===== src/rtl/cl_fsb_pkg.sv =====
// Shared FSB definitions for the cl_fsb node array and its link arbiter.
package cl_fsb_pkg;

  localparam int unsigned fsb_width_gp    = 80;
  localparam int unsigned fsb_id_lsb_gp   = 76;
  localparam int unsigned fsb_id_width_gp = 4;

  // Destination ID sits in the top nibble; the rest is opaque payload.
  typedef struct packed {
    logic [fsb_id_width_gp-1:0]              id;
    logic [fsb_width_gp-fsb_id_width_gp-1:0] payload;
  } fsb_pkt_s;

endpackage


===== src/rtl/fsb_rr_pick.sv =====
// Combinational rotate-priority picker: first set request at or after ptr_i, wrapping at NumReq.
module fsb_rr_pick
  import cl_fsb_pkg::*;
#(
  parameter int unsigned NumReq = 10
) (
  input  logic [NumReq-1:0]          req_i,
  input  logic [fsb_id_width_gp-1:0] ptr_i,
  output logic                       grant_v_o,
  output logic [fsb_id_width_gp-1:0] grant_idx_o,
  output logic [NumReq-1:0]          grant_o
);

  logic [15:0] req_ext;
  logic [15:0] grant_ext;
  logic [4:0]  cand;

  assign req_ext = 16'(req_i);
  assign grant_o = grant_ext[NumReq-1:0];

  // Walk the ring starting at the pointer; the first valid request wins.
  always_comb begin
    grant_v_o   = 1'b0;
    grant_idx_o = '0;
    grant_ext   = '0;
    cand        = '0;
    for (int unsigned k = 0; k < NumReq; k++) begin
      cand = 5'(ptr_i) + 5'(k);
      // ptr_i < NumReq, so a single subtraction wraps modulo NumReq.
      if (cand >= 5'(NumReq)) begin
        cand = cand - 5'(NumReq);
      end
      if (!grant_v_o && req_ext[cand[3:0]]) begin
        grant_v_o   = 1'b1;
        grant_idx_o = cand[3:0];
        grant_ext   = 16'b1 << cand[3:0];
      end
    end
  end

endmodule


===== src/rtl/fsb_rr_arbiter.sv =====
// Round-robin share of one FSB link among num_nodes_p nodes: registered outbound merge,
// combinational inbound demux by destination ID, and a saturating drop counter.
module fsb_rr_arbiter
  import cl_fsb_pkg::*;
#(
  parameter int unsigned num_nodes_p = 10,
  parameter int unsigned width_p     = fsb_width_gp,
  parameter int unsigned id_lsb_p    = fsb_id_lsb_gp
) (
  input  logic                           clk,
  input  logic                           pipe_rst_n,
  // Outbound: nodes -> link
  input  logic [num_nodes_p-1:0]         node_v_i,
  input  logic [num_nodes_p*width_p-1:0] node_data_i,
  output logic [num_nodes_p-1:0]         node_yumi_o,
  output logic                           link_v_o,
  output logic [width_p-1:0]             link_data_o,
  input  logic                           link_ready_i,
  // Inbound: link -> nodes
  input  logic                           link_v_i,
  input  logic [width_p-1:0]             link_data_i,
  output logic                           link_yumi_o,
  output logic [num_nodes_p-1:0]         node_v_o,
  output logic [num_nodes_p*width_p-1:0] node_data_o,
  input  logic [num_nodes_p-1:0]         node_ready_i,
  // Status
  output logic [15:0]                    drop_count_o,
  output logic [3:0]                     last_grant_o
);

  localparam int unsigned IdW = fsb_id_width_gp;

  // ---------------------------------------------------------------------------
  // Outbound path
  // ---------------------------------------------------------------------------
  logic                   link_v_q, link_v_d;
  logic [width_p-1:0]     link_data_q, link_data_d;
  logic [IdW-1:0]         rr_q, rr_d;
  logic [3:0]             last_grant_q, last_grant_d;

  logic                   load;
  logic                   grant_v;
  logic [IdW-1:0]         grant_idx;
  logic [num_nodes_p-1:0] grant;

  assign load = ~link_v_q | link_ready_i;

  fsb_rr_pick #(
    .NumReq (num_nodes_p)
  ) u_pick (
    .req_i       (node_v_i),
    .ptr_i       (rr_q),
    .grant_v_o   (grant_v),
    .grant_idx_o (grant_idx),
    .grant_o     (grant)
  );

  // Yumi is held low during reset so no packet is consumed that the register cannot keep.
  assign node_yumi_o = (load && grant_v && pipe_rst_n) ? grant : '0;

  // Next state of the output register, pointer and last-grant index.
  always_comb begin
    link_v_d     = link_v_q;
    link_data_d  = link_data_q;
    rr_d         = rr_q;
    last_grant_d = last_grant_q;
    if (load) begin
      if (grant_v) begin
        link_v_d     = 1'b1;
        last_grant_d = 4'(grant_idx);
        rr_d         = (grant_idx == IdW'(num_nodes_p - 1)) ? '0 : grant_idx + 1'b1;
        for (int unsigned i = 0; i < num_nodes_p; i++) begin
          if (grant[i]) begin
            link_data_d = node_data_i[width_p*i +: width_p];
          end
        end
      end else begin
        link_v_d = 1'b0;
      end
    end
  end

  // Outbound state registers.
  always_ff @(posedge clk or negedge pipe_rst_n) begin
    if (!pipe_rst_n) begin
      link_v_q     <= 1'b0;
      link_data_q  <= '0;
      rr_q         <= '0;
      last_grant_q <= '0;
    end else begin
      link_v_q     <= link_v_d;
      link_data_q  <= link_data_d;
      rr_q         <= rr_d;
      last_grant_q <= last_grant_d;
    end
  end

  assign link_v_o     = link_v_q;
  assign link_data_o  = link_data_q;
  assign last_grant_o = last_grant_q;

  // ---------------------------------------------------------------------------
  // Inbound path
  // ---------------------------------------------------------------------------
  logic [IdW-1:0] dest;
  logic           dest_in_range;
  logic [15:0]    node_ready_ext;
  logic           drop;
  logic [15:0]    drop_count_q, drop_count_d;

  assign dest           = link_data_i[id_lsb_p +: IdW];
  assign dest_in_range  = (5'(dest) < 5'(num_nodes_p));
  assign node_ready_ext = 16'(node_ready_i);
  assign node_data_o    = {num_nodes_p{link_data_i}};

  // Demux valid to the addressed node; out-of-range IDs are swallowed.
  always_comb begin
    node_v_o = '0;
    for (int unsigned i = 0; i < num_nodes_p; i++) begin
      node_v_o[i] = link_v_i && (dest == IdW'(i));
    end
    link_yumi_o = link_v_i && (dest_in_range ? node_ready_ext[dest] : 1'b1);
    drop        = link_v_i && !dest_in_range;
  end

  // Saturating drop count.
  always_comb begin
    drop_count_d = drop_count_q;
    if (drop && (drop_count_q != 16'hFFFF)) begin
      drop_count_d = drop_count_q + 16'd1;
    end
  end

  // Drop counter register.
  always_ff @(posedge clk or negedge pipe_rst_n) begin
    if (!pipe_rst_n) begin
      drop_count_q <= '0;
    end else begin
      drop_count_q <= drop_count_d;
    end
  end

  assign drop_count_o = drop_count_q;

  // Only the destination nibble of inbound packets steers logic here.
  logic unused_link_data;
  assign unused_link_data = ^link_data_i;

endmodule


===== config.mk =====
export PLATFORM = sky130hd
export DESIGN_NAME = fsb_rr_arbiter
export DESIGN_NICKNAME = d
export VERILOG_FILES = /design/src/rtl/cl_fsb_pkg.sv /design/src/rtl/fsb_rr_pick.sv /design/src/rtl/fsb_rr_arbiter.sv
export SDC_FILE = /design/constraint.sdc
export NUM_CORES = 1
export LEC_CHECK = 0
export CORE_AREA = 4 4 700 702
export DETAILED_ROUTE_END_ITERATION = 8
export DIE_AREA = 0 0 704 706
export PLACE_DENSITY = 0.3
export SETUP_SLACK_MARGIN = 0.4
export SKIP_LAST_GASP = 1
export SLEW_MARGIN = 30
export SYNTH_ARGS = -nofsm -noshare
export SYNTH_HDL_FRONTEND = slang
export SYNTH_SLANG_ARGS = --single-unit
export TNS_END_PERCENT = 20

===== constraint.sdc =====
create_clock -name clk -period 7.1 [get_ports clk]
set_clock_uncertainty 0.05 [all_clocks]
set_input_delay 0.71 -clock clk [delete_from_list [all_inputs] [get_ports clk]]
set_output_delay 0.71 -clock clk [all_outputs]
set_load 0.02 [all_outputs]

==> results of run 1 <==
==> how the worst min path moves through the flow <==
| stage | start | end | slack, ps | cells after the start |
|---|---|---|---|---|
| final | pipe_rst_n | link_v_o | 270 | 2 |
| after global routing | pipe_rst_n | link_v_o | 250 | 2 |
| after CTS | pipe_rst_n | link_v_o | 240 | 2 |
| after detailed placement | last_grant_o[0] | last_grant_o[0] | 430 | 2 |
| after global placement | last_grant_o[1] | last_grant_o[1] | 430 | 2 |
| after floorplan | pipe_rst_n | drop_count_o[0] | 360 | 0 |
==> critical path: cells and delay by family (launching register included) <==
family,cells,cell delay [ps]
AOI/OAI and AO/OA,6,1750
and+or+nand+nor,3,1280
buffers and inverters,3,1120
DFF,1,490
adders and majority gates,1,480
==> timing repair <==
action                                  in CTS  in global routing
setup buffers                                3                  1
endpoints found under the hold margin        8                  0
pin swaps                                    1                  1
resized for setup                           18                 12
hold buffers                                 1                  0
endpoints found under the setup margin      10                 10
==> cells in the mapped netlist (15+ instances only) <==
cell type    n  share of area (%)
a211o_1    167                6.9
a21oi_1     33               0.78
a221o_1    162                7.6
a2bb2oi_1   86                3.5
a31oi_1     91                2.7
and3_1      19               0.56
buf_2       56                1.3
buf_4      809                 29
clkbuf_1   120                2.1
dfrtp_1    105                 12
ha_1        22                1.3
inv_1       19               0.33
mux2_2      17               0.90
mux2i_1     16               0.75
nand2_1     82                1.4
nand2b_1   100                2.9
nand3_1     40               0.94
nand4_1     15               0.44
nor2_1     157                2.8
nor3_1      23               0.54
o211ai_1    87                3.1
o21a_1      83                2.9
o21ai_0     31               0.73
o22ai_1     16               0.47
o2bb2ai_1   80                3.3
xnor2_1     27                1.1
==> cells by family (layout without fill, tap and decap cells) <==
group           count (synthesis)  after routing  synth area share [%]
compound gates                944            944                  36.7
mux                            42             42                  2.51
simple gates                  518            518                  12.5
other cells                     0             31                     0
buf+inv                      1024           1231                  33.0
fa+ha+maj                      23             23                  1.39
xor+xnor                       36             36                  1.59
flops                         105            105                  12.3
==> area by class of cell <==
type | count | area [um2]
fillers | 56800 | 449000
repair buffers | 1193 | 12100
multi-input cells | 1563 | 11900
well taps | 6450 | 8070
flip-flops and latches | 105 | 2630
clock buffers | 14 | 339
inverters | 21 | 78.8
diodes | 31 | 77.6
clock inverters | 3 | 23.8
==> per-layer routing <==
| metal | up-vias | wire [um] |
|---|---|---|
| met4 | 76 | 7820 |
| met1 | 11700 | 99400 |
| li1 | 9768 | - |
| met3 | 467 | 21000 |
| met5 | - | 491 |
| met2 | 1846 | 134000 |
==> state kept, by name, indices dropped and copies added, names as in the netlist <==
name	flops
link_v_o	1
rr_q	4
link_data_o	80
last_grant_o	4
drop_count_o	16
==> stage by stage <==
step / hold WS, ps / worst slack (ps)
global route: 247 / 325
detailed placement: 428 / 132
global placement: 430 / 147
finish: 270 / 592
CTS: 244 / 315
floorplan: 364 / 1060
==> metrics.csv, run 1 <==
metric,value,unit
Ys Warns,0,
Max Slew Vio Count,0,
Critical Path End Type,output port,
Iter 0 DRT Violations,1704,
Routed Antenna Nets,0,
Hold Path Class,in -> async,
setup TNS,0,ps
relative slew slack,40.8,%
Worst setup SP type,register,
clock latency on the worst-skew pair,580,ps
CP endpoint,node_yumi_o[0],
final wirelength,263000,um
period utilization,91.7,%
vias in the first global route,24500,
WL/cell,28.0,um
Final setup viols,0,
RSZ-0062 raised after global routing,true,
first-pass GRT wire length,320000,um
Syn Nets,3619,
top_reg_cell synth,dfrtp_1,
Worst R2R Setup Slack,1030,ps
Setup Crit Path Kind,reg -> out,
Area Overhead vs Synth,65.3,%
layout cell share with drive strength beyond 1,11.1,%
number of enable flip-flop cells after synthesis,0,
GRT met3 Usage,3.00,%
DIE HEIGHT,706,um
cell area after layout,35200,um2
"commonest non-fill, non-tap cell in the layout",clkdlybuf4s50_1,
sequential share of the synthesized area,12.3,%
worst flop-to-flop path startpoint,rr_q[1],
nets,3824,
Die Area,497000,um2
initial antenna violation count,199,
max cap viols,0,
Synth Cell Area,21300,um2
Yosys cell types,103,
overall routing resource usage,10.1,%
R2R Path End,link_data_o[78],
Placed Cells,9327,
placed cell areas,34600,um2
Die Wd,704,um
port bufs,989,
"Slowest-stage cell, CP",or4_1,
"Avg Cell Area, Syn",7.91,um2
post-layout util,7.27,%
DRC,0,
Final Critical Period,6510,ps
"slowest stage delay, CP",660,ps
routability cong.,0.848,
ys async rst share,100,%
CTS Buf Count,13,
core footprint,484000,um2
"flops & latches, synth",105,
non-filler instance count after layout,9380,
drt pass-1 iters,6,
CP cell instances,buf_12 -> ha_1 -> a2111oi_0 -> or4_1 -> and3_1 -> o32ai_2 -> o211ai_1 -> nor3_1 -> a21oi_1 -> a2bb2oi_1 -> a31oi_4 -> buf_4 -> clkdlybuf4s50_1,
Vias,23900,
Least-Margin Pin Slew,888,ps
fmax,0.154,GHz
status,"finished, final reports clean",
Initial Util,4.40,%
Max H-tree Level,3,
drt via density,2.55,
Detail Placement HPWL,231000,um
critical path launch point,rr_q[0],
"CTS clk-pin slew, worst paths",160,ps
busiest grt layer,met2,
met2 usage,18.6,%
reg2reg path depth,18,
row cnt,256,
CTS max path bufs,3,
Worst Path Arrival,5750,ps
largest net degree at the start of global routing,74,
io pins,1826,
CTS root buf,clkbuf_16,
met1 usage,11.3,%
CTS tree,done,
CP Data Required Time,6340,ps
clk sink count,105,
Syn Inst Count,2692,
final hold viol count,0,
"commonest cells after routing, fill and taps aside","clkdlybuf4s50_1 (982), a211o_1 (165), a221o_1 (161)",
gr ovfl total,0,
crit path max fanout,73,
Power of run 1 is left out: the tool's default activity adds up to more than one toggle a clock period on the data nets, which glitch-free logic cannot reach.
==> run 2, diff against run 1 <==
clock period = 7.2 ns   (was 7.1 ns; I/O delays follow)
==> metrics.csv, run 2 (synthesized netlist as in run 1, its figures left out) <==
metric,value,unit
Worst setup SP type,register,
overall routing resource usage,10.0,%
setup TNS,0,ps
Vias,24000,
CTS tree,done,
largest net degree at the start of global routing,72,
Die Area,497000,um2
row cnt,256,
drt pass-1 iters,6,
initial antenna violation count,212,
Initial Util,4.40,%
layout cell share with drive strength beyond 1,9.09,%
final wirelength,262000,um
clock latency on the worst-skew pair,580,ps
Worst Path Arrival,5810,ps
"commonest cells after routing, fill and taps aside","clkdlybuf4s50_1 (984), a211o_1 (165), a221o_1 (161)",
first-pass GRT wire length,317000,um
Least-Margin Pin Slew,1020,ps
Routed Antenna Nets,0,
routability cong.,0.881,
WL/cell,28.0,um
cell area after layout,34700,um2
Max Slew Vio Count,0,
Largest register FFs,80,
RSZ-0062 raised after global routing,true,
DIE HEIGHT,706,um
Final Worst Setup Slack,622,ps
Critical Path End Type,output port,
vias in the first global route,24100,
status,"finished, final reports clean",
CP Data Required Time,6430,ps
period utilization,91.4,%
fmax,0.152,GHz
Detail Placement HPWL,229000,um
Die Wd,704,um
"commonest non-fill, non-tap cell in the layout",clkdlybuf4s50_1,
relative slew slack,31.7,%
"CTS clk-pin slew, worst paths",130,ps
Hold Path Class,in -> async,
Max H-tree Level,3,
pre-CTS setup slack,560,ps
clk sink count,105,
Area Overhead vs Synth,62.8,%
Iter 0 DRT Violations,1998,
Setup Crit Path Kind,reg -> out,
DRC,0,
CTS max path bufs,3,
placed cell areas,34100,um2
CTS Buf Count,13,
CTS root buf,clkbuf_16,
drt via density,2.57,
register area,2630,um2
io pins,1826,
port bufs,989,
max cap viols,0,
final hold viol count,0,
Final setup viols,0,
nets,3773,
crit path max fanout,26,
Filler cells,56800,
multi-input logic area,11900,um2
gr ovfl total,0,
Final Critical Period,6580,ps
core footprint,484000,um2
-- run 2: what timing repair did --
action                                  CTS  global route
pin swaps                                 0             2
endpoints found under the setup margin    9            10
gates resized for setup                   6            19
buffers inserted                          4             1
hold buffers                              1             0
endpoints found under the hold margin    10             0
-- run 2: worst max-delay path, stage by stage, from the launching register on --
cell and delay (ps):
dfrtp_1 390, buf_4 390, ha_1 440, a21oi_2 120, a41o_2 380, mux2_1 390, a311o_1 470, nor2b_1 350
nor4b_4 250, buf_4 180, buf_4 120, nand2_2 120, nor2_1 480, a2bb2oi_1 140, a31oi_1 260, clkdlybuf4s50_1 700
-- run 2: final timing paths --
path                                 start              end  slack (ps)  cells past startpoint
max                                rr_q[2]   node_yumi_o[0]         620                     15
max in group asynchronous       pipe_rst_n  link_data_o[36]        5690                      4
min reg2reg                last_grant_o[0]  last_grant_o[0]         460                      2
min                             pipe_rst_n   link_data_o[2]         190                      2
max reg2reg                        rr_q[1]  link_data_o[23]        1040                     20
min in group clk           last_grant_o[0]  last_grant_o[0]         460                      2
-- run 2: layer usage --
metal	vias up	track usage [%]	routed length, um
met2	2103	18.1	131000
met5	-	0.135	421
met4	58	2.04	6950
met1	11700	11.4	100000
met3	476	3.26	23000
li1	9662	-	-
-- run 2: layout make-up --
cell class	count	area share, %
clock buffers	15	0.960
repair buffers	1142	33.4
inverters	21	0.235
clock inverters	2	0.108
diodes	32	0.231
flip-flops and latches	105	7.58
well taps	6450	23.3
multi-input cells	1563	34.3
-- run 2: per-stage QoR --
| stage | utilization [%] | hold WS [ps] | std cells |
|---|---|---|---|
| global placement | 7.03 | 440 | 9275 |
| floorplan | - | 374 | 2692 |
| finish | 7.16 | 190 | 9330 |
| detailed placement | 7.03 | 438 | 9275 |
| CTS | 7.13 | 185 | 9297 |
| global route | 7.15 | 184 | 9303 |
Power of run 2 is left out for the same reason.
